--- config.mk ---
export PLATFORM = sky130hd
export DESIGN_NAME = pll_phase_ctrl
export DESIGN_NICKNAME = d
export VERILOG_FILES = /design/src/rtl/pll_phase_ctrl.sv
export SDC_FILE = /design/constraint.sdc
export NUM_CORES = 1
export LEC_CHECK = 0
export ABC_AREA = 1
export BUFFER_PORTS_ARGS = -buffer_cell sky130_fd_sc_hd__buf_4
export CAP_MARGIN = 20
export CORE_AREA = 4 4 109 111
export DETAILED_ROUTE_END_ITERATION = 8
export DIE_AREA = 0 0 113 115
export PLACE_DENSITY = 0.46
export SYNTH_ARGS = -nofsm -noshare
export SYNTH_HDL_FRONTEND = slang
export SYNTH_SLANG_ARGS = --single-unit
--- constraint.sdc ---
create_clock -name clkin -period 1.8 [get_ports clkin]
set_input_delay 0.45 -clock clkin [delete_from_list [all_inputs] [get_ports clkin]]
set_output_delay 0.45 -clock clkin [all_outputs]
set_load 0.005 [all_outputs]
--- src/rtl/pll_phase_ctrl.sv ---
// ECP5 EHXPLLL sequencer: PLL reset, filtered lock supervision, system reset release, dynamic phase stepping.
// Optional build macro PLL_PHASE_CTRL_LOCK_TIMEOUT_EN re-resets the PLL when lock never arrives.
module pll_phase_ctrl #(
   parameter int RST_CYCLES   = 16,
   parameter int LOCK_STABLE  = 1024,
   parameter int LOCK_TIMEOUT = 65536,
   parameter int STEP_LOW     = 2,
   parameter int STEP_GAP     = 4,
   parameter int PHASE_W      = 4
) (
   input  logic               clkin,
   input  logic               rst,
   input  logic               locked,
   output logic               pll_rst,
   output logic               sys_rst,
   output logic [1:0]         phasesel,
   output logic               phasedir,
   output logic               phasestep,
   output logic               phaseloadreg,
   input  logic               req_valid,
   input  logic [1:0]         req_sel,
   input  logic               req_dir,
   input  logic [3:0]         req_count,
   output logic               req_ready,
   output logic               busy,
   output logic [PHASE_W-1:0] phase_pos
);

   typedef enum logic [2:0] {
      RESET_PLL = 3'd0,
      WAIT_LOCK = 3'd1,
      STABLE    = 3'd2,
      READY     = 3'd3,
      SETUP     = 3'd4,
      STEP_LO   = 3'd5,
      STEP_HI   = 3'd6
   } state_t;

   localparam int M1      = (RST_CYCLES > LOCK_STABLE) ? RST_CYCLES : LOCK_STABLE;
   localparam int M2      = (M1 > LOCK_TIMEOUT) ? M1 : LOCK_TIMEOUT;
   localparam int M3      = (M2 > STEP_LOW) ? M2 : STEP_LOW;
   localparam int CNT_MAX = (M3 > STEP_GAP) ? M3 : STEP_GAP;
   localparam int CNT_W   = $clog2(CNT_MAX + 1);

   state_t               state_q, state_d;
   logic [CNT_W-1:0]     cnt_q, cnt_d;
   logic [1:0]           sync_q, sync_d;
   logic                 pll_rst_q, pll_rst_d;
   logic                 sys_rst_q, sys_rst_d;
   logic                 phasestep_q, phasestep_d;
   logic                 phasedir_q, phasedir_d;
   logic [1:0]           phasesel_q, phasesel_d;
   logic                 req_ready_q, req_ready_d;
   logic                 busy_q, busy_d;
   logic                 pend_q, pend_d;
   logic [3:0]           rem_q, rem_d;
   logic [PHASE_W-1:0]   pos_q, pos_d;
   logic                 lock_s;

   assign lock_s = sync_q[1];

   always_comb begin
      state_d     = state_q;
      cnt_d       = cnt_q;
      sync_d      = {sync_q[0], locked};
      pll_rst_d   = pll_rst_q;
      sys_rst_d   = sys_rst_q;
      phasestep_d = phasestep_q;
      phasedir_d  = phasedir_q;
      phasesel_d  = phasesel_q;
      req_ready_d = req_ready_q;
      busy_d      = busy_q;
      pend_d      = pend_q;
      rem_d       = rem_q;
      pos_d       = pos_q;

      case (state_q)
         RESET_PLL: begin
            pll_rst_d = 1'b1;
            if (cnt_q == CNT_W'(RST_CYCLES - 1)) begin
               state_d   = WAIT_LOCK;
               cnt_d     = '0;
               pll_rst_d = 1'b0;
            end else begin
               cnt_d = cnt_q + 1'b1;
            end
         end
         WAIT_LOCK: begin
            if (lock_s) begin
               state_d = STABLE;
               cnt_d   = '0;
            end
`ifdef PLL_PHASE_CTRL_LOCK_TIMEOUT_EN
            else if (cnt_q == CNT_W'(LOCK_TIMEOUT - 1)) begin
               state_d   = RESET_PLL;
               cnt_d     = '0;
               pll_rst_d = 1'b1;
            end else begin
               cnt_d = cnt_q + 1'b1;
            end
`endif
         end
         STABLE: begin
            if (!lock_s) begin
               state_d = WAIT_LOCK;
               cnt_d   = '0;
            end else if (cnt_q == CNT_W'(LOCK_STABLE - 1)) begin
               state_d     = READY;
               cnt_d       = '0;
               sys_rst_d   = 1'b0;
               req_ready_d = 1'b1;
               busy_d      = 1'b0;
            end else begin
               cnt_d = cnt_q + 1'b1;
            end
         end
         default: begin
            // Lock loss while released drops any request; completed steps stay in pos_q.
            if (!lock_s) begin
               state_d     = WAIT_LOCK;
               cnt_d       = '0;
               sys_rst_d   = 1'b1;
               phasestep_d = 1'b1;
               req_ready_d = 1'b0;
               busy_d      = 1'b1;
               pend_d      = 1'b0;
               phasesel_d  = 2'b00;
               phasedir_d  = 1'b1;
            end else begin
               case (state_q)
                  READY: begin
                     if (pend_q) begin
                        pend_d  = 1'b0;
                        state_d = SETUP;
                     end else if (!req_ready_q) begin
                        req_ready_d = 1'b1;
                        phasesel_d  = 2'b00;
                        phasedir_d  = 1'b1;
                     end else if (req_valid) begin
                        phasesel_d  = req_sel;
                        phasedir_d  = req_dir;
                        rem_d       = req_count;
                        req_ready_d = 1'b0;
                        if (req_count != 4'd0) begin
                           pend_d = 1'b1;
                           busy_d = 1'b1;
                        end
                     end
                  end
                  SETUP: begin
                     state_d     = STEP_LO;
                     cnt_d       = '0;
                     phasestep_d = 1'b0;
                  end
                  STEP_LO: begin
                     if (cnt_q == CNT_W'(STEP_LOW - 1)) begin
                        state_d     = STEP_HI;
                        cnt_d       = '0;
                        phasestep_d = 1'b1;
                        rem_d       = rem_q - 4'd1;
                        if (phasesel_q == 2'b00) begin
                           pos_d = phasedir_q ? pos_q - PHASE_W'(1) : pos_q + PHASE_W'(1);
                        end
                     end else begin
                        cnt_d = cnt_q + 1'b1;
                     end
                  end
                  STEP_HI: begin
                     if (cnt_q == CNT_W'(STEP_GAP - 1)) begin
                        cnt_d = '0;
                        if (rem_q != 4'd0) begin
                           state_d     = STEP_LO;
                           phasestep_d = 1'b0;
                        end else begin
                           state_d     = READY;
                           req_ready_d = 1'b1;
                           busy_d      = 1'b0;
                           phasesel_d  = 2'b00;
                           phasedir_d  = 1'b1;
                        end
                     end else begin
                        cnt_d = cnt_q + 1'b1;
                     end
                  end
                  default: begin
                     state_d = RESET_PLL;
                     cnt_d   = '0;
                  end
               endcase
            end
         end
      endcase
   end

   always_ff @(posedge clkin) begin
      if (rst) begin
         state_q     <= RESET_PLL;
         cnt_q       <= '0;
         sync_q      <= 2'b00;
         pll_rst_q   <= 1'b1;
         sys_rst_q   <= 1'b1;
         phasestep_q <= 1'b1;
         phasedir_q  <= 1'b1;
         phasesel_q  <= 2'b00;
         req_ready_q <= 1'b0;
         busy_q      <= 1'b1;
         pend_q      <= 1'b0;
         rem_q       <= 4'd0;
         pos_q       <= '0;
      end else begin
         state_q     <= state_d;
         cnt_q       <= cnt_d;
         sync_q      <= sync_d;
         pll_rst_q   <= pll_rst_d;
         sys_rst_q   <= sys_rst_d;
         phasestep_q <= phasestep_d;
         phasedir_q  <= phasedir_d;
         phasesel_q  <= phasesel_d;
         req_ready_q <= req_ready_d;
         busy_q      <= busy_d;
         pend_q      <= pend_d;
         rem_q       <= rem_d;
         pos_q       <= pos_d;
      end
   end

   assign pll_rst      = pll_rst_q;
   assign sys_rst      = sys_rst_q;
   assign phasestep    = phasestep_q;
   assign phasedir     = phasedir_q;
   assign phasesel     = phasesel_q;
   assign phaseloadreg = 1'b1;
   assign req_ready    = req_ready_q;
   assign busy         = busy_q;
   assign phase_pos    = pos_q;

endmodule

Word-level counts from Yosys, hierarchy flattened
Index checks and enable logic that the tools add are counted. W data, S select, Z words.

Flip-flop bits (word level): 39. Latch bits: 0. Memory bits (writable): 0. ROM bits: 0. Input port bits: 11. Output and inout port bits: 13. Word-level logic and storage cells: 149. Memories kept: 0.

Add/subtract/negate cells: 4. Multipliers: 0. Divide/modulo/power cells: 0. Order comparisons: 0. Eq/ne operators: 40. Shift operators: 0. Multiplexer cells: 73. Bitwise operators: 2. Reductions and logical operators: 17.

Operator list (number): $mux W17 (7); $pmux W17 S3 (2); $mux W1 (33); $mux W3 (9); $mux W4 (5); $ne A4 B4 Y1 const B (5); $ne A3 B3 Y1 const B (6); $add A17 B1 Y17 const B (1); $eq A17 B1 Y1 const B (1); $eq A17 B10 Y1 const B (1); $eq A17 B2 Y1 const B (1); $eq A17 B4 Y1 const B (1); $ne A2 B2 Y1 const B (8); $reduce_and A7 Y1 (2); $mux W2 (6); $ne A6 B6 Y1 const B (2); $pmux W1 S2 (6); $pmux W3 S4 (1); $reduce_and A6 Y1 (2); $reduce_and A10 Y1 (1); $reduce_and A5 Y1 (2); $eq A3 B3 Y1 const B (3); $pmux W3 S3 (1); $ne A4 B1 Y1 const B (2); other kinds (21) (28).

Logic depth before layout (Yosys ltp)
Gate-level depths: netlist of the first run.

Depth after elaboration: 8. Depth in mapped cells: 13. Mapped depth without buffers: 12.

Least setup slack after synthesis of the first run
No wires, ideal clock.

Path kind: reg2reg. From: reg cnt_q[0]. To: reg cnt_q[14]. Library setup time: 0.117 ns. Arrival time: 1.482 ns. Required time: 1.683 ns. Path slack: 0.201 ns. Cell stages (with the launch flop): 12. Path buffers: 1. Period minus slack after synthesis: 1.599 ns. Cells stage by stage: dfxtp_1 > ha_1 > nand3_1 > nor3_2 > nand2_1 > nand2_1 > nand2_1 > nor2_1 > nand2_1 > nand2_2 > buf_6 > nor2_1.

Longest elaborated chain between the ends: 5. Elaborated cells on any way between the ends: 13. Classes of those cells: 1 x add/sub; 4 x eq/ne; 8 x mux.

RTL lines: from (decl) (RTL line 46) `logic [CNT_W-1:0] cnt_q, cnt_d;`; from (signal assigned) (RTL line 212) `cnt_q <= cnt_d;`; $add A17 B1 Y17, or another cell as far along; $mux W17, on equally long branches (RTL line 169, 156); $pmux W17 S3 (RTL line 130) `case (state_q)`; $mux W17 (RTL line 119) `if (!lock_s) begin`; $pmux W17 S3 * (RTL line 77) `case (state_q)`.

Every way passes the cells marked *; elsewhere a longest branch is shown, timed or not. A chain may end at the register's enable or synchronous reset.

Worst setup path in the final report of the first run
From: reg cnt_q[1]. To: reg cnt_q[13].

Same word-level chain as after synthesis.

==> tab_implementation.tex, run 1 <==
\begin{tabular}{lr}
\hline
Metric & Value \\
\hline
\multicolumn{2}{l}{\textbf{Floorplan}} \\
\quad Std-Cell Rows & 38 \\
\quad Die width & 113 um \\
\quad Count of boundary I/O pins & 24 \\
\quad Starting Density & 22.7\% \\
\quad Core ar. & 10800 um\^{}2 \\
\quad Vertical die dimension & 115 um \\
\quad Total die area & 13000 um\^{}2 \\
\multicolumn{2}{l}{\textbf{Placed design}} \\
\quad Final RePlAce weighted congestion & 0.859 \\
\quad Sum of net half-perimeters after detailed placement & 4.86 mm \\
\quad Count of input and output buffers & 22 \\
\quad Dpl ws & -65.5 ps \\
\multicolumn{2}{l}{\textbf{Power}} \\
\quad Internal power contribution & 2.04 mW \\
\quad Sequential fraction of design power & 34.2\% \\
\quad Sum of internal, switching and leakage power & 3.27 mW \\
\quad Combinational group share of total power & 38.4\% \\
\quad Leakage power summed over all cells & 1.34 nW \\
\quad Pwr Density & 1070 nW/um\^{}2 \\
\quad Relative contribution of the clock network to total power & 27.4\% \\
\quad Switching portion of total power & 37.6\% \\
\quad Maximum resistive drop on vdd & 316 uV \\
\quad Sw power & 1.23 mW \\
\multicolumn{2}{l}{\textbf{Synth}} \\
\quad Xor/xnor share of the synthesized area & 3.58\% \\
\quad Fraction of synthesized area in multiplexers & 0\% \\
\quad Simple-gate share of the synthesized area & 42.1\% \\
\quad \#FFs+latches synth & 39 \\
\quad Unique cell type count in the Yosys netlist & 36 \\
\quad Adder-cell share of the synthesized area & 3.37\% \\
\quad Main flop type after synthesis & sky130\_fd\_sc\_hd\_\_dfxtp\_1 \\
\quad Share of synthesized flip-flops with an asynchronous set or reset & 0\% \\
\quad Compound-Gate Fraction of Synth Area & 8.58\% \\
\quad Share of synthesized area occupied by flip-flops and latches & 31.9\% \\
\quad Number of enable flip-flop cells after synthesis & 0 \\
\quad Summed instance area of the synthesized netlist & 2450 um\^{}2 \\
\quad Synth warn & 0 \\
\quad Post-Synthesis Net Count & 399 \\
\quad Gate Count Post-Synth & 382 \\
\quad Syn avg cell area & 6.41 um\^{}2 \\
\quad Main combinational cell family by area after synthesis & simple AND/OR/NAND/NOR gates \\
\multicolumn{2}{l}{\textbf{Routing}} \\
\quad Uppermost layer routed & met4 \\
\quad Routed length per placed instance & 11.2 um \\
\quad Number of antenna-violating nets in the routed design & 0 \\
\quad Detailed-routed wire length on met3 & 184 um \\
\quad Starting DRC count in detailed routing & 91 \\
\quad Routed vias & 2368 \\
\quad Routed met2 length & 2.84 mm \\
\quad Total iterations of the first detailed-routing run & 5 \\
\quad Via count normalized by instance count & 4.25 \\
\quad Final Routed Wirelength & 6.25 mm \\
\quad \# DRC & 0 \\
\quad Met1 wire length & 3.11 mm \\
\multicolumn{2}{l}{\textbf{Clock tree}} \\
\quad TritonCTS clock tree & yes \\
\quad Number of levels in the clock H-tree & 2 \\
\quad Number of clock sinks & 39 \\
\quad Cts bufs inserted & 5 \\
\quad Clock-pin slew of the registers on the worst-case setup and hold paths & 90 ps \\
\quad Post-cts hold buffer count & 0 \\
\quad Clock root buffer master & sky130\_fd\_sc\_hd\_\_clkbuf\_8 \\
\quad Largest buffer count on any clock path & 2 \\
\quad Clock insertion delay at the later pin of the skew report & 310 ps \\
\multicolumn{2}{l}{\textbf{Setup path}} \\
\quad Timing startpoint of the critical path & cnt\_q[1] \\
\quad Largest driver fanout on the critical path & 7 \\
\quad Delay of the slowest cell on the worst path & 350 ps \\
\quad Cell-by-cell trace of the critical path & ha\_2, nand3\_2, nor2\_1, nand3\_1, nand2\_1, nand2\_2, nor2\_2, nand2\_4, nand2\_4, nor2\_1 \\
\quad Critical-path cell with the highest stage delay & sky130\_fd\_sc\_hd\_\_dfxtp\_2 \\
\quad Worst endpoint data arrival time & 1880 ps \\
\quad Setup CP Type & reg2reg \\
\quad Data required time at the worst endpoint & 1990 ps \\
\quad Critical path startpoint category & flip-flop \\
\quad Kind of end point of the critical path & flip-flop \\
\quad Reg-to-Reg Start & cnt\_q[1] \\
\multicolumn{2}{l}{\textbf{Timing}} \\
\quad Setup slack after layout & 112 ps \\
\quad Period minus WS final & 1690 ps \\
\quad Final-report hold violation count & 0 \\
\quad Final worst-path cycle share & 93.8\% \\
\quad Worst hold margin & 340 ps \\
\quad FMAX & 0.593 GHz \\
\quad Max Slew Vio Count & 0 \\
\quad Setup-violating endpoint count in the final report & 0 \\
\quad Setup skew after layout & 12.4 ps \\
\multicolumn{2}{l}{\textbf{Cells and area}} \\
\quad Fraction of layout instances using a drive strength above 1 & 18.7\% \\
\quad Growth of design area from synthesis to finish & 24.2\% \\
\quad Final-stage net count & 433 \\
\quad Final Util & 28.2\% \\
\quad N\_diodes & 0 \\
\multicolumn{2}{l}{\textbf{Status}} \\
\quad Status & finished clean \\
\multicolumn{2}{l}{\textbf{Global route}} \\
\quad Wire length of the first global-routing pass & 10.3 mm \\
\quad Pin count of the biggest net entering global routing & 15 \\
\quad Number of antenna violations at the first check in global routing & 0 \\
\quad GRT Total Usage & 9.74\% \\
\quad Grt ovf & 0 \\
\quad Number of global-route vias before repair & 2233 \\
\multicolumn{2}{l}{\textbf{Worst hold path}} \\
\quad Start point of the worst hold path & locked \\
\quad Hold WC Path Type & in2reg \\
\multicolumn{2}{l}{\textbf{Flow run}} \\
\quad \# Max-Cap Violations & 0 \\
\hline
\end{tabular}
==> metrics by stage <==
step | instances | setup TNS, ps | cell area (um^2)
after floorplan | 382 | 0 | 2450
after global placement | 548 | 0 | 2840
after detailed placement | 548 | -791 | 2840
after CTS | 556 | 0 | 2980
after global routing | 557 | -6.28 | 3040
final | 557 | 0 | 3040
==> metal layers <==
metal | GRT usage, % | vias up
li1 | - | 1277
met1 | 13.1 | 1049
met2 | 15.6 | 33
met3 | 1.79 | 9
met4 | 3.85 | 0
met5 | 0 | -
==> power by group through the flow <==
stage	Combinational (mW)	Clock (mW)	Sequential [mW]
after floorplan	0.816	0	1.11
after global placement	1.18	0	1.13
after detailed placement	1.18	0	1.13
after CTS	1.19	0.932	1.11
after global routing	1.43	0.965	1.15
final	1.26	0.895	1.12
==> synth_stat cells (2+ instances only) <==
library cell	number	area, um^2
sky130_fd_sc_hd__a21oi_1	16	80.1
sky130_fd_sc_hd__buf_2	2	10.0
sky130_fd_sc_hd__buf_4	2	15.0
sky130_fd_sc_hd__buf_6	2	22.5
sky130_fd_sc_hd__clkbuf_1	2	7.51
sky130_fd_sc_hd__clkinv_1	2	7.51
sky130_fd_sc_hd__dfxtp_1	39	781
sky130_fd_sc_hd__ha_1	5	62.6
sky130_fd_sc_hd__inv_1	47	176
sky130_fd_sc_hd__inv_2	4	15.0
sky130_fd_sc_hd__nand2_1	88	330
sky130_fd_sc_hd__nand3_1	35	175
sky130_fd_sc_hd__nand3_2	3	30.0
sky130_fd_sc_hd__nand4_1	7	43.8
sky130_fd_sc_hd__nor2_1	69	259
sky130_fd_sc_hd__nor2_2	7	43.8
sky130_fd_sc_hd__nor2_4	2	22.5
sky130_fd_sc_hd__nor3_1	6	30.0
sky130_fd_sc_hd__o211ai_1	3	22.5
sky130_fd_sc_hd__o21ai_0	15	75.1
sky130_fd_sc_hd__o22ai_1	3	18.8
sky130_fd_sc_hd__xor2_1	9	78.8
==> final timing paths <==
kind                                  end  slack (ps)  cells past startpoint
worst min register to register  sync_q[1]         420                      2
worst max register to register  cnt_q[13]         110                     10
worst min-delay path            sync_q[0]         340                      3
worst max-delay path            cnt_q[13]         110                     10
==> cells in the final DEF, fill, tap and decap left out, types with 5 or more instances in the layout <==
master / n
sky130_fd_sc_hd__a21oi_1: 16
sky130_fd_sc_hd__buf_4: 33
sky130_fd_sc_hd__clkbuf_8: 5
sky130_fd_sc_hd__dfxtp_1: 36
sky130_fd_sc_hd__inv_1: 47
sky130_fd_sc_hd__nand2_1: 84
sky130_fd_sc_hd__nand3_1: 34
sky130_fd_sc_hd__nand4_1: 7
sky130_fd_sc_hd__nor2_1: 65
sky130_fd_sc_hd__nor2_2: 9
sky130_fd_sc_hd__nor3_1: 6
sky130_fd_sc_hd__o21ai_0: 15
sky130_fd_sc_hd__xor2_1: 9
==> area by class of cell <==
class / count / area [um^2]
fillers: 1199 / 7750
repair buffers: 34 / 268
clock inverters: 3 / 67.6
well taps: 140 / 175
multi-input cells: 283 / 1480
inverters: 53 / 199
flip-flops and latches: 39 / 785
clock buffers: 5 / 68.8
==> worst max-delay path: cells and delay by family (launching register included) <==
kind / cells / cell delay (ps)
AND/OR/NAND/NOR: 9 / 1030
adder cells (fa/ha/maj): 1 / 200
flip-flops: 1 / 350
==> state kept, by name, summed over array words and instances (netlist names) <==
register,flops
phase_pos,4
phasestep,1
phasesel,2
sync_q,2
phasedir,1
pll_rst,1
pend_q,1
state_q,3
req_ready,1
sys_rst,1
busy,1
rem_q,4
cnt_q,17
==> kinds of logic (layout without fill, tap and decap cells) <==
logic type | Yosys count | in the layout
and+or+nand+nor | 226 | 227
buffers and inverters | 61 | 95
AOI/OAI and AO/OA | 39 | 39
DFF | 39 | 39
xor gates and xnor gates | 10 | 10
adders and majority gates | 6 | 6
other | 1 | 1
==> repair_timing <==
| action | 4_1_cts | 5_1_grt |
|---|---|---|
| cloned | 0 | 1 |
| buffers inserted | 0 | 0 |
| resized for setup | 1 | 18 |
| pin swaps | 0 | 2 |
| endpoints found under the setup margin | 14 | 30 |
Power figures use the tool's default switching activity.
==> inputs of run 2 (changes only) <==
Clock period 1.8 ns to 1.95 ns, I/O delays scaled along.
==> run 2 against run 1 <==
  * Worst setup slack improved by 100 ps
  * Register-to-register slack improved by 100 ps
  * Global-route usage shrank 0.14 points
  * Sequential power shrank 8%
  * Critical path depth decreased by 1
  * Highest routed layer unchanged
  * Cell count fell by 0.90%
  * Critical endpoint is now rem_q[1]
  * Routed wire length shrank 2.5%
  * Die area unchanged
  * Maximum frequency down 2.9%
  * First-iteration DRC count is 11% higher
  * Sequential cell count stayed put
==> tab_implementation.tex, run 2 (same netlist as run 1, synthesis figures left out) <==
\begin{tabular}{lr}
\hline
Metric & Value \\
\hline
\multicolumn{2}{l}{\textbf{Timing}} \\
\quad Period minus WS final & 1740 ps \\
\quad Final-report hold violation count & 0 \\
\quad Max Slew Vio Count & 0 \\
\quad FMAX & 0.575 GHz \\
\quad Measured slew at the worst slew-check pin & 503 ps \\
\quad Worst slew slack as a fraction of its limit & 66.2\% \\
\quad Setup-violating endpoint count in the final report & 0 \\
\quad Setup repair after global routing missed its margin & false \\
\quad Setup TNS Final & 0 ps \\
\quad Setup skew after layout & 11.3 ps \\
\quad Final worst-path cycle share & 89.1\% \\
\multicolumn{2}{l}{\textbf{Cells and area}} \\
\quad Growth of design area from synthesis to finish & 21.2\% \\
\quad Register with the highest flop count & cnt\_q \\
\quad Highest-count cells in the layout ignoring fill and taps & sky130\_fd\_sc\_hd\_\_nand2\_1, sky130\_fd\_sc\_hd\_\_nor2\_1, sky130\_fd\_sc\_hd\_\_inv\_1, sky130\_fd\_sc\_hd\_\_dfxtp\_1, sky130\_fd\_sc\_hd\_\_nand3\_1 \\
\quad Final non-filler cell total & 552 \\
\quad Final-stage net count & 428 \\
\quad Largest register FFs & 17 \\
\quad Most frequent standard cell in the layout excluding fill and tap cells & sky130\_fd\_sc\_hd\_\_nand2\_1 \\
\quad Post-route standard cell area excluding fillers & 2970 um\^{}2 \\
\quad N\_diodes & 0 \\
\quad Final Util & 27.5\% \\
\quad Fraction of layout instances using a drive strength above 1 & 16.7\% \\
\multicolumn{2}{l}{\textbf{Clock tree}} \\
\quad Number of clock sinks & 39 \\
\quad Post-CTS setup-driven buffer insertion count & 0 \\
\quad Number of levels in the clock H-tree & 2 \\
\quad Clock insertion delay at the later pin of the skew report & 290 ps \\
\quad Clock root buffer master & sky130\_fd\_sc\_hd\_\_clkbuf\_8 \\
\quad Post-cts hold buffer count & 0 \\
\quad Cts bufs inserted & 5 \\
\quad Number of gates given a new drive strength after cts & 0 \\
\quad Largest buffer count on any clock path & 2 \\
\quad Clock-pin slew of the registers on the worst-case setup and hold paths & 90 ps \\
\quad TritonCTS clock tree & yes \\
\multicolumn{2}{l}{\textbf{Power}} \\
\quad Leakage power summed over all cells & 1.31 nW \\
\quad Maximum resistive drop on vdd & 264 uV \\
\quad Pwr Density & 990 nW/um\^{}2 \\
\multicolumn{2}{l}{\textbf{Placed design}} \\
\quad Count of input and output buffers & 22 \\
\quad Sum of net half-perimeters after detailed placement & 4.75 mm \\
\quad Dpl cells & 543 \\
\quad Dpl cell area & 2790 um\^{}2 \\
\quad Final RePlAce weighted congestion & 0.832 \\
\multicolumn{2}{l}{\textbf{Routing}} \\
\quad Number of antenna-violating nets in the routed design & 0 \\
\quad Routed length per placed instance & 11.0 um \\
\quad Starting DRC count in detailed routing & 101 \\
\quad \# DRC & 0 \\
\quad Routed vias & 2358 \\
\quad Total iterations of the first detailed-routing run & 4 \\
\quad Via count normalized by instance count & 4.27 \\
\quad Final Routed Wirelength & 6.09 mm \\
\multicolumn{2}{l}{\textbf{Setup path}} \\
\quad Register-to-register setup slack & 210 ps \\
\quad Worst endpoint data arrival time & 1930 ps \\
\quad Data required time at the worst endpoint & 2140 ps \\
\quad Critical path startpoint category & flip-flop \\
\quad Reg-to-Reg Start & state\_q[1] \\
\quad Largest driver fanout on the critical path & 8 \\
\quad Kind of end point of the critical path & flip-flop \\
\quad Worst reg2reg path endpoint & rem\_q[1] \\
\quad Depth of the worst register-to-register path & 9 \\
\quad Setup CP Type & reg2reg \\
\multicolumn{2}{l}{\textbf{Worst hold path}} \\
\quad Hold Crit Depth & 3 \\
\quad Terminating pin of the worst hold path & sync\_q[0] \\
\quad Hold WC Path Type & in2reg \\
\quad Start point of the worst hold path & locked \\
\multicolumn{2}{l}{\textbf{Global route}} \\
\quad Grt ovf & 0 \\
\quad Number of antenna violations at the first check in global routing & 0 \\
\quad Number of global-route vias before repair & 2270 \\
\quad Wire length of the first global-routing pass & 10.4 mm \\
\quad GRT Total Usage & 9.60\% \\
\quad Pin count of the biggest net entering global routing & 15 \\
\multicolumn{2}{l}{\textbf{Floorplan}} \\
\quad Vertical die dimension & 115 um \\
\quad Core ar. & 10800 um\^{}2 \\
\quad Count of boundary I/O pins & 24 \\
\quad Starting Density & 22.7\% \\
\quad Total die area & 13000 um\^{}2 \\
\quad Die width & 113 um \\
\quad Std-Cell Rows & 38 \\
\multicolumn{2}{l}{\textbf{Flow run}} \\
\quad \# Max-Cap Violations & 0 \\
\multicolumn{2}{l}{\textbf{Status}} \\
\quad Status & finished clean \\
\hline
\end{tabular}
run 2: critical path, stage by stage, from the launching register on:
cell and delay (ps):
sky130_fd_sc_hd__dfxtp_1 350, sky130_fd_sc_hd__buf_4 150, sky130_fd_sc_hd__inv_1 70, sky130_fd_sc_hd__nand2_1 100, sky130_fd_sc_hd__nor2_4 230, sky130_fd_sc_hd__nand4_2 250
sky130_fd_sc_hd__nand2_1 210, sky130_fd_sc_hd__nand2_1 140, sky130_fd_sc_hd__nand2_1 80, sky130_fd_sc_hd__a21oi_1 50
run 2: power by group:
part,switching (mW),internal (mW),total [mW]
logic,0.668,0.418,1.09
clock network,0.310,0.511,0.821
registers,0.118,0.913,1.03
run 2: area by class of cell:
cell class / count / area [um^2]
fill: 1190 / 7820
multi-input combinational: 283 / 1460
sequential: 39 / 783
clock inverter: 3 / 67.6
inverter: 53 / 199
tap: 140 / 175
clock buffer: 5 / 68.8
timing repair buffer: 29 / 218
run 2: through the flow:
| stage | total power, mW | hold slack [ps] | worst slack, ps |
|---|---|---|---|
| global placement | 2.08 | 402 | 112 |
| floorplan | 1.78 | 388 | 351 |
| CTS | 2.93 | 383 | 33.3 |
| global route | 3.18 | 412 | 20.0 |
| finish | 2.94 | 392 | 212 |
| detailed placement | 2.09 | 403 | 41.0 |
run 2: worst max path at each step:
stage	from	slack (ps)	cells past startpoint	to
after detailed placement	cnt_q[0]	40	10	cnt_q[1]
after floorplan	cnt_q[0]	350	11	cnt_q[14]
after global placement	cnt_q[0]	110	10	cnt_q[12]
after global routing	cnt_q[1]	20	10	cnt_q[7]
after CTS	cnt_q[0]	30	10	cnt_q[2]
final	state_q[1]	210	9	rem_q[1]
run 2: routing by layer:
layer | track usage (%) | vias up | share of wire [%] | wire, um
li1 | - | 1271 | - | -
met1 | 13.0 | 1043 | 50 | 3030
met2 | 15.3 | 38 | 46 | 2780
met3 | 1.63 | 6 | 3.0 | 181
met4 | 3.61 | 0 | 1.5 | 91
met5 | 0 | - | 0 | 0
==> inputs of run 3 (changes only) <==
Settings changed: TNS_END_PERCENT set to 5.
Clock period 1.95 ns to 2.2 ns, I/O delays scaled along.
==> run 3 against run 2 <==
  * Cell count shrank 0.54%
  * Sequential cell count unchanged
  * Sequential power down 12%
==> tab_implementation.tex, run 3 (same netlist as run 1, synthesis figures left out) <==
\begin{tabular}{lr}
\hline
Metric & Value \\
\hline
\multicolumn{2}{l}{\textbf{Cells and area}} \\
\quad Register with the highest flop count & cnt\_q \\
\quad Final-stage net count & 425 \\
\quad Multi-input logic area & 1420 um\^{}2 \\
\quad N\_diodes & 0 \\
\quad Growth of design area from synthesis to finish & 17.3\% \\
\quad Largest register FFs & 17 \\
\quad Sequential standard cell area & 781 um\^{}2 \\
\quad Fraction of layout instances using a drive strength above 1 & 13.7\% \\
\quad Most frequent standard cell in the layout excluding fill and tap cells & sky130\_fd\_sc\_hd\_\_nand2\_1 \\
\quad Highest-count cells in the layout ignoring fill and taps & sky130\_fd\_sc\_hd\_\_nand2\_1, sky130\_fd\_sc\_hd\_\_nor2\_1, sky130\_fd\_sc\_hd\_\_inv\_1, sky130\_fd\_sc\_hd\_\_dfxtp\_1, sky130\_fd\_sc\_hd\_\_nand3\_1 \\
\quad \# fillers & 1206 \\
\quad Post-route standard cell area excluding fillers & 2870 um\^{}2 \\
\multicolumn{2}{l}{\textbf{Clock tree}} \\
\quad Clock insertion delay at the later pin of the skew report & 290 ps \\
\quad Number of levels in the clock H-tree & 2 \\
\quad TritonCTS clock tree & yes \\
\quad Number of clock sinks & 39 \\
\quad Clock-pin slew of the registers on the worst-case setup and hold paths & 80 ps \\
\quad Post-cts hold buffer count & 0 \\
\quad Number of gates given a new drive strength after cts & 0 \\
\quad Largest buffer count on any clock path & 2 \\
\quad Cts bufs inserted & 5 \\
\quad Clock root buffer master & sky130\_fd\_sc\_hd\_\_clkbuf\_8 \\
\quad Post-CTS setup-driven buffer insertion count & 0 \\
\multicolumn{2}{l}{\textbf{Placed design}} \\
\quad Dpl ws & 355 ps \\
\quad Dpl cell area & 2770 um\^{}2 \\
\quad Count of input and output buffers & 22 \\
\quad Sum of net half-perimeters after detailed placement & 4.73 mm \\
\quad Final RePlAce weighted congestion & 0.826 \\
\multicolumn{2}{l}{\textbf{Floorplan}} \\
\quad Core ar. & 10800 um\^{}2 \\
\quad Starting Density & 22.7\% \\
\quad Total die area & 13000 um\^{}2 \\
\quad Vertical die dimension & 115 um \\
\quad Std-Cell Rows & 38 \\
\quad Count of boundary I/O pins & 24 \\
\quad Die width & 113 um \\
\multicolumn{2}{l}{\textbf{Routing}} \\
\quad Routed length per placed instance & 11.0 um \\
\quad Via count normalized by instance count & 4.26 \\
\quad \# DRC & 0 \\
\quad Final Routed Wirelength & 6.05 mm \\
\quad Routed vias & 2341 \\
\quad Total iterations of the first detailed-routing run & 4 \\
\quad Number of antenna-violating nets in the routed design & 0 \\
\quad Starting DRC count in detailed routing & 83 \\
\multicolumn{2}{l}{\textbf{Power}} \\
\quad Maximum resistive drop on vdd & 216 uV \\
\quad Leakage power summed over all cells & 1.27 nW \\
\quad Pwr Density & 823 nW/um\^{}2 \\
\multicolumn{2}{l}{\textbf{Worst hold path}} \\
\quad Hold WC Path Type & reg2reg \\
\multicolumn{2}{l}{\textbf{Global route}} \\
\quad GRT Total Usage & 9.50\% \\
\quad Pin count of the biggest net entering global routing & 18 \\
\quad Grt ovf & 0 \\
\quad Number of global-route vias before repair & 2138 \\
\quad Wire length of the first global-routing pass & 10.2 mm \\
\quad Number of antenna violations at the first check in global routing & 0 \\
\multicolumn{2}{l}{\textbf{Timing}} \\
\quad Final-report hold violation count & 0 \\
\quad Setup slack after layout & 382 ps \\
\quad Measured slew at the worst slew-check pin & 502 ps \\
\quad Final worst-path cycle share & 82.6\% \\
\quad FMAX & 0.550 GHz \\
\quad Setup skew after layout & 8.06 ps \\
\quad Worst slew slack as a fraction of its limit & 66.3\% \\
\quad Setup-violating endpoint count in the final report & 0 \\
\quad Setup repair after global routing missed its margin & false \\
\quad Period minus WS final & 1820 ps \\
\quad Setup TNS Final & 0 ps \\
\quad Max Slew Vio Count & 0 \\
\multicolumn{2}{l}{\textbf{Setup path}} \\
\quad Largest driver fanout on the critical path & 14 \\
\quad Kind of end point of the critical path & flip-flop \\
\quad Setup CP Type & reg2reg \\
\quad Critical path startpoint category & flip-flop \\
\quad Worst endpoint data arrival time & 1990 ps \\
\quad Data required time at the worst endpoint & 2370 ps \\
\multicolumn{2}{l}{\textbf{Flow run}} \\
\quad \# Max-Cap Violations & 0 \\
\multicolumn{2}{l}{\textbf{Status}} \\
\quad Status & finished clean \\
\hline
\end{tabular}
## run 3: cell types whose count changed in the layout (fill, tap and decap cells not counted), moves of 2 or more
cell / delta
sky130_fd_sc_hd__nand2_1: +4
sky130_fd_sc_hd__bufinv_16: -2
sky130_fd_sc_hd__dfxtp_1: +2
sky130_fd_sc_hd__clkbuf_8: +2
sky130_fd_sc_hd__nand2_4: -2
sky130_fd_sc_hd__nand2_2: -3
sky130_fd_sc_hd__dfxtp_2: -2
sky130_fd_sc_hd__buf_4: -2
## run 3: final cells by class
type / count / area share [%]
inverters: 53 / 6.93
multi-input cells: 282 / 49.3
well taps: 140 / 6.10
repair buffers: 27 / 7.06
clock buffers: 8 / 3.48
flip-flops and latches: 39 / 27.2
## run 3: routing by layer
layer / global-route usage (%) / routed length, um
met5: 0 / 0
met3: 1.63 / 242
met4: 3.45 / 117
met1: 13.4 / 3020
met2: 14.6 / 2660
## run 3: path summary, 6_finish.rpt
kind / startpoint / end / slack (ps) / cells after the start
min reg2reg: sync_q[0] / sync_q[1] / 400 / 2
max reg2reg: cnt_q[0] / cnt_q[5] / 380 / 10
max: cnt_q[0] / cnt_q[5] / 380 / 10
min: sync_q[0] / sync_q[1] / 400 / 2
## run 3: stage by stage
step / hold WS, ps / util (%) / power (mW) / std cells
6_report: 397 / 26.6 / 2.37 / 549
5_1_grt: 433 / 26.6 / 2.57 / 549
4_1_cts: 399 / 26.6 / 2.41 / 549
3_5_place_dp: 395 / 25.7 / 1.83 / 541
3_3_place_gp: 397 / 25.7 / 1.83 / 541
2_1_floorplan: 388 / - / 1.57 / 382
## run 3: worst max-delay path: stages (launching register included)
cell and delay [ps]:
sky130_fd_sc_hd__dfxtp_1 390, sky130_fd_sc_hd__ha_1 210, sky130_fd_sc_hd__nand3_1 160, sky130_fd_sc_hd__nor2_1 140, sky130_fd_sc_hd__nand3_1 110, sky130_fd_sc_hd__nand2_1 110, sky130_fd_sc_hd__nand2_1 90, sky130_fd_sc_hd__nor2_1 90
sky130_fd_sc_hd__nand2_1 90, sky130_fd_sc_hd__nand2_2 250, sky130_fd_sc_hd__nor2_1 70
## run 3: where the power goes
part / internal [mW] / switching [mW]
combinational: 0.343 / 0.560
sequential: 0.806 / 0.101
clock: 0.287 / 0.268
total: 1.44 / 0.929
